===== config.mk =====
export PLATFORM = sky130hd
export DESIGN_NAME = cpu_decode
export DESIGN_NICKNAME = d
export VERILOG_FILES = /design/src/rtl/cpu_decode.sv
export SDC_FILE = /design/constraint.sdc
export NUM_CORES = 1
export LEC_CHECK = 0
export BUFFER_PORTS_ARGS = -buffer_cell sky130_fd_sc_hd__buf_4
export CAP_MARGIN = 0
export CORE_UTILIZATION = 50
export CTS_CLUSTER_DIAMETER = 60
export DETAILED_ROUTE_END_ITERATION = 8
export MAX_ROUTING_LAYER = met4
export PLACE_DENSITY = 0.72
export SLEW_MARGIN = 25
export SYNTH_ARGS = -nofsm -noshare
export SYNTH_HDL_FRONTEND = slang
export SYNTH_SLANG_ARGS = --single-unit

===== constraint.sdc =====
create_clock -name clk_i -period 4.2 [get_ports clk_i]
set_input_delay 0.84 -clock clk_i [delete_from_list [all_inputs] [get_ports clk_i]]
set_output_delay 0.84 -clock clk_i [all_outputs]
set_load 0.1 [all_outputs]

===== src/rtl/cpu_decode.sv =====
// Moxie instruction decode stage: splits each fetched instruction into form, opcode,
// register fields and immediate, tracks its PC, and registers the result for execute.
module cpu_decode #(
    parameter logic [31:0] BOOT_ADDRESS = 32'h0000_1000
) (
    input  logic        clk_i,
    input  logic        rst_i,
    input  logic [15:0] opcode_i,
    input  logic [31:0] operand_i,
    input  logic        valid_i,
    output logic        stall_o,
    input  logic        stall_i,
    input  logic        flush_i,
    input  logic [31:0] flush_pc_i,
    output logic        valid_o,
    output logic [31:0] pc_o,
    output logic [1:0]  form_o,
    output logic [7:0]  op_o,
    output logic [3:0]  ra_o,
    output logic [3:0]  rb_o,
    output logic [31:0] imm_o,
    output logic        long_o,
    output logic        illegal_o
);

    // Form-1 opcodes that carry a trailing 32-bit operand word.
    function automatic logic is_long_op(input logic [7:0] op8);
        case (op8)
            8'h01, 8'h03, 8'h08, 8'h09, 8'h0c, 8'h0d, 8'h1a, 8'h1b, 8'h1d,
            8'h1f, 8'h20, 8'h22, 8'h24, 8'h36, 8'h37, 8'h38, 8'h39: is_long_op = 1'b1;
            default: is_long_op = 1'b0;
        endcase
    endfunction

    logic [31:0] pc_r;
    logic        accept_s;
    logic [1:0]  form_s;
    logic [7:0]  op_s;
    logic [3:0]  ra_s;
    logic [3:0]  rb_s;
    logic [31:0] imm_s;
    logic        long_s;
    logic        illegal_s;
    logic [31:0] br_off_s;

    assign stall_o  = valid_o & stall_i;
    assign accept_s = valid_i & ~stall_o & ~flush_i;
    // Branch offset counts halfwords: sign-extend the 10-bit field and scale by two.
    assign br_off_s = {{21{opcode_i[9]}}, opcode_i[9:0], 1'b0};

    // Field extraction and immediate selection for the instruction at the FIFO head.
    always_comb begin
        form_s    = 2'd0;
        op_s      = 8'd0;
        ra_s      = 4'd0;
        rb_s      = 4'd0;
        imm_s     = 32'd0;
        long_s    = 1'b0;
        illegal_s = 1'b0;
        case (opcode_i[15:14])
            2'b10: begin
                form_s = 2'd2;
                op_s   = {6'd0, opcode_i[13:12]};
                ra_s   = opcode_i[11:8];
                imm_s  = {24'd0, opcode_i[7:0]};
            end
            2'b11: begin
                form_s = 2'd3;
                op_s   = {4'd0, opcode_i[13:10]};
                imm_s  = pc_r + 32'd2 + br_off_s;
            end
            default: begin
                form_s    = 2'd0;
                op_s      = opcode_i[15:8];
                ra_s      = opcode_i[7:4];
                rb_s      = opcode_i[3:0];
                long_s    = is_long_op(opcode_i[15:8]);
                illegal_s = (opcode_i[15:8] == 8'h00) || (opcode_i[15:8] > 8'h39);
                if (long_s) begin
                    imm_s = operand_i;
                end else begin
                    imm_s = 32'd0;
                end
            end
        endcase
    end

    // PC tracking and output register; flush outranks everything but reset.
    always_ff @(posedge clk_i) begin
        if (rst_i) begin
            pc_r      <= BOOT_ADDRESS;
            valid_o   <= 1'b0;
            pc_o      <= 32'd0;
            form_o    <= 2'd0;
            op_o      <= 8'd0;
            ra_o      <= 4'd0;
            rb_o      <= 4'd0;
            imm_o     <= 32'd0;
            long_o    <= 1'b0;
            illegal_o <= 1'b0;
        end else if (flush_i) begin
            pc_r    <= flush_pc_i;
            valid_o <= 1'b0;
        end else if (accept_s) begin
            pc_r      <= pc_r + (long_s ? 32'd6 : 32'd2);
            valid_o   <= 1'b1;
            pc_o      <= pc_r;
            form_o    <= form_s;
            op_o      <= op_s;
            ra_o      <= ra_s;
            rb_o      <= rb_s;
            imm_o     <= imm_s;
            long_o    <= long_s;
            illegal_o <= illegal_s;
        end else if (!stall_o) begin
            valid_o <= 1'b0;
        end
    end

endmodule

==> key figures <==
Synth
  • Area of the mapped netlist: 7407 um^2
  • Library cell occupying the most area in the post-synthesis netlist: sky130_fd_sc_hd__dfxtp_1
  • Cell types occupying the most area after synthesis: sky130_fd_sc_hd__dfxtp_1, sky130_fd_sc_hd__ha_1, sky130_fd_sc_hd__a21oi_1, sky130_fd_sc_hd__nand2_1, sky130_fd_sc_hd__nor2_1
  • Post-synth EDFFs: 0
  • Portion of the post-synthesis area used by sequential elements: 0.3162
  • Top flip-flop cell by instance count after synthesis: sky130_fd_sc_hd__dfxtp_1
  • Distinct cells, synth: 75
  • Share of synthesized registers carrying an async set or reset: 0
  • Warnings, synthesis: 0
  • Cells after synthesis: 936
  • Share of the synthesized area in the top cell type: 0.3162
  • Post-synthesis net count: 1083
  • Syn Area/Cell: between 7 and 8 um^2
  • Number of storage elements in the synthesis netlist: 117

Power and ir drop
  • Worst ir drop on vdd: 291.6 uV
  • Total net switching power: 1.114 mW
  • Combinational Power Share: 0.233
  • Internal power summed over all cells: 2.463 mW
  • Static leakage power: 3.971 nW
  • Pwr Density: 383.0 nW/um^2
  • Flop pwr share: 0.338
  • Clock network fraction of total power: 0.429
  • Net switching fraction of the power: 0.3114

Min path
  • Kind of path behind the tightest hold check: register to register

Placement
  • GPL Wtd Cong: 0.9137
  • Placed Cells incl. Taps: 1241
  • Count of input and output buffers: 170
  • Final HPWL DP: 15.24 mm

Setup path
  • Signal arrival time at the worst endpoint: 3.49 ns
  • Slowest cell delay on critical path: around 0.45 ns
  • Cell type with the highest occurrence count on the critical path: sky130_fd_sc_hd__ha_1
  • Maximum net fanout on the critical path: 5
  • Setup crit start kind: primary input
  • Setup crit end kind: register
  • Critical path cell sequence: buf_4 > ha_1 > ha_1 > inv_1 > fa_1 > nand2b_1 > a21oi_2 > o21ai_1 > a21o_2 > a2111oi_2 > o21ai_0 > a31o_1
  • Critical path type: primary input to register
  • Library cell contributing the largest single delay on the critical path: sky130_fd_sc_hd__a2111oi_2
  • Worst path required time: 4.51 ns

STA
  • Unrepaired setup endpoints after global routing: false
  • Fin Clk Skew: 0.005377 ns
  • Final cycle utilization of the critical path: 0.7553
  • Max-slew violation count: 0
  • Headroom to the max-slew limit: 0.5240
  • Worst slew pin tran: ~0.71 ns
  • Highest attainable clock frequency: 315.2 MHz
  • Aggregate negative setup slack: 0 ns
  • Hold Vio Cnt, Final: 0
  • Final setup violating endpoints: 0
  • Final worst path period need: roughly 3.2 ns
  • Fin Hold WS: 0.4528 ns

Layout
  • Most common cell after layout, fill and taps aside: sky130_fd_sc_hd__buf_4
  • Layout cells sized above 1: 0.2120
  • Area growth syn-to-layout: 26.06%
  • Number of nets in the final layout: 1223
  • Inserted Diodes: 0
  • Number of non-filler instances in the completed layout: about 1.3k
  • Most frequent cells in the layout: sky130_fd_sc_hd__buf_4, sky130_fd_sc_hd__nand2_1, sky130_fd_sc_hd__dfxtp_1

Floorplan
  • Initial cell density of the core: 0.5116
  • FP Rows: 44
  • Die Area: 15310 um^2
  • Overall die height: 123.7 um
  • Ports: 171
  • Core Footprint: 14480 um^2
  • Horizontal extent of the die: 123.7 um

Detailed routing
  • Number of remaining DRC errors: 0
  • Number of antenna-violating nets in the routed design: 0
  • Via-to-Cell Ratio: approximately 5.8
  • Total iterations of the first detailed-routing run: 5
  • Detailed Route WL: roughly 20 mm
  • Initial DRC Count: 446
  • Wire length per cell: between 15 and 20 um
  • Number of vias in the routed layout: 7299

Clock tree
  • Number of sinks driven by the clock tree: 117
  • Depth of the CTS H-tree: 4
  • Clock tree from TritonCTS: yes
  • Number of buffers added by the clock tree synthesis step: 17
  • Clock slew at reported path FFs: 0.05 ns
  • Hold-fix buffer count after cts: 0
  • Count of instances resized after the clock tree is built: 0
  • Root buffer selected by CTS: sky130_fd_sc_hd__clkbuf_16
  • Clock Tree Buf Depth: 2
  • Clk Latency, worst-skew pair: approximately 0.42 ns
  • Total setup buffers inserted after CTS: 0

Global route
  • Number of global-route vias before repair: 6749
  • Number of antenna violations at the first check in global routing: 0
  • Wire length of the first global-routing pass: 32.68 mm
  • Residual overflow from global routing: 0
  • Total global routing track utilization: 0.2800
  • Maximum number of pins on one net before global-route repair: 61

Job
  • Number of violations of the max-capacitance limit: 0

Run status
  • Status: completed
## synth_stat cells (all sizes together) (4+ instances only)
cell / count
nand2: 135
dfxtp: 117
a21oi: 113
nor2: 84
ha: 60
o21ai: 41
clkbuf: 32
nand3: 28
buf: 27
inv: 24
xnor2: 23
nor3: 20
nand4: 19
mux2i: 16
a22oi: 15
xor2: 15
and3: 13
a211oi: 12
o21a: 12
a221oi: 11
or3: 10
a21o: 9
and2: 9
nand2b: 8
o211ai: 8
nor2b: 7
a222oi: 5
a21boi: 4
and4: 4
nand3b: 4
nor4: 4
o22ai: 4
## path summary, 6_finish.rpt
path / start / end / slack (ns) / depth (start not counted)
worst max-delay path: opcode_i[1] / imm_o[26] / 1.03 / 12
worst min-delay path: pc_o[14] / pc_o[14] / 0.45 / 2
worst max register to register: pc_r[1] / imm_o[26] / 1.04 / 13
worst min register to register: pc_o[14] / pc_o[14] / 0.45 / 2
## registers in the layout (all words and copies together), names as in the netlist
signal / cells
form_o: 2
illegal_o: 1
imm_o: 32
long_o: 1
op_o: 8
pc_o: 32
pc_r: 32
ra_o: 4
rb_o: 4
valid_o: 1
## metrics by stage
stage / worst slack (ns) / cell area [um^2] / power [mW] / util
finish: 1.028 / 9338 / 3.576 / 0.6449
global route: 0.8049 / 9338 / 3.724 / 0.6449
CTS: 1.043 / 9338 / 3.591 / 0.6449
detailed placement: 0.6130 / 8721 / 2.061 / 0.6023
global placement: 0.6937 / 8721 / 2.057 / 0.6023
floorplan: 0.9138 / 7407 / 1.835 / -
## worst max-delay path, delay by kind of cell
| family | cells | cell delay, ns |
|---|---|---|
| buffers and inverters | 2 | 0.17 |
| adders and majority gates | 3 | 0.83 |
| AOI/OAI and AO/OA | 6 | 1.45 |
| and+or+nand+nor | 1 | 0.19 |
## cells by family (layout without fill, tap and decap cells)
group | after synthesis | count (layout) | synth area share
and+or+nand+nor | 353 | 353 | 0.2291
AOI/OAI and AO/OA | 264 | 264 | 0.2270
DFF | 117 | 117 | 0.3162
buffers and inverters | 83 | 232 | 0.04932
adders and majority gates | 62 | 62 | 0.1068
xor gates and xnor gates | 38 | 38 | 0.04493
muxes | 19 | 19 | 0.02669
## routing by layer
metal / vias to the layer above / track usage / share of wire
li1: 3656 / - / -
met1: 3387 / 0.3300 / 0.44
met2: 219 / 0.4736 / 0.49
met3: 37 / 0.05357 / 0.052
met4: 0 / 0.09940 / 0.021
met5: - / - / 0
## layout make-up
type | instances | area [um^2]
multi-input combinational | 736 | 4707
tap | 184 | 230.2
clock inverter | 8 | 150.1
inverter | 24 | 90.09
fill | 1325 | 5141
timing repair buffer | 180 | 1351
clock buffer | 20 | 466.7
sequential | 117 | 2342
## power by group through the flow
stage          sequential, mW  combinational [mW]  clock, mW
2_1_floorplan            1.43               0.403          0
3_3_place_gp             1.23               0.826          0
3_5_place_dp             1.23               0.829          0
4_1_cts                  1.21               0.834       1.55
5_1_grt                  1.21               0.902       1.61
6_report                 1.21               0.835       1.53
No activity file was read; power rests on OpenSTA's default activity.
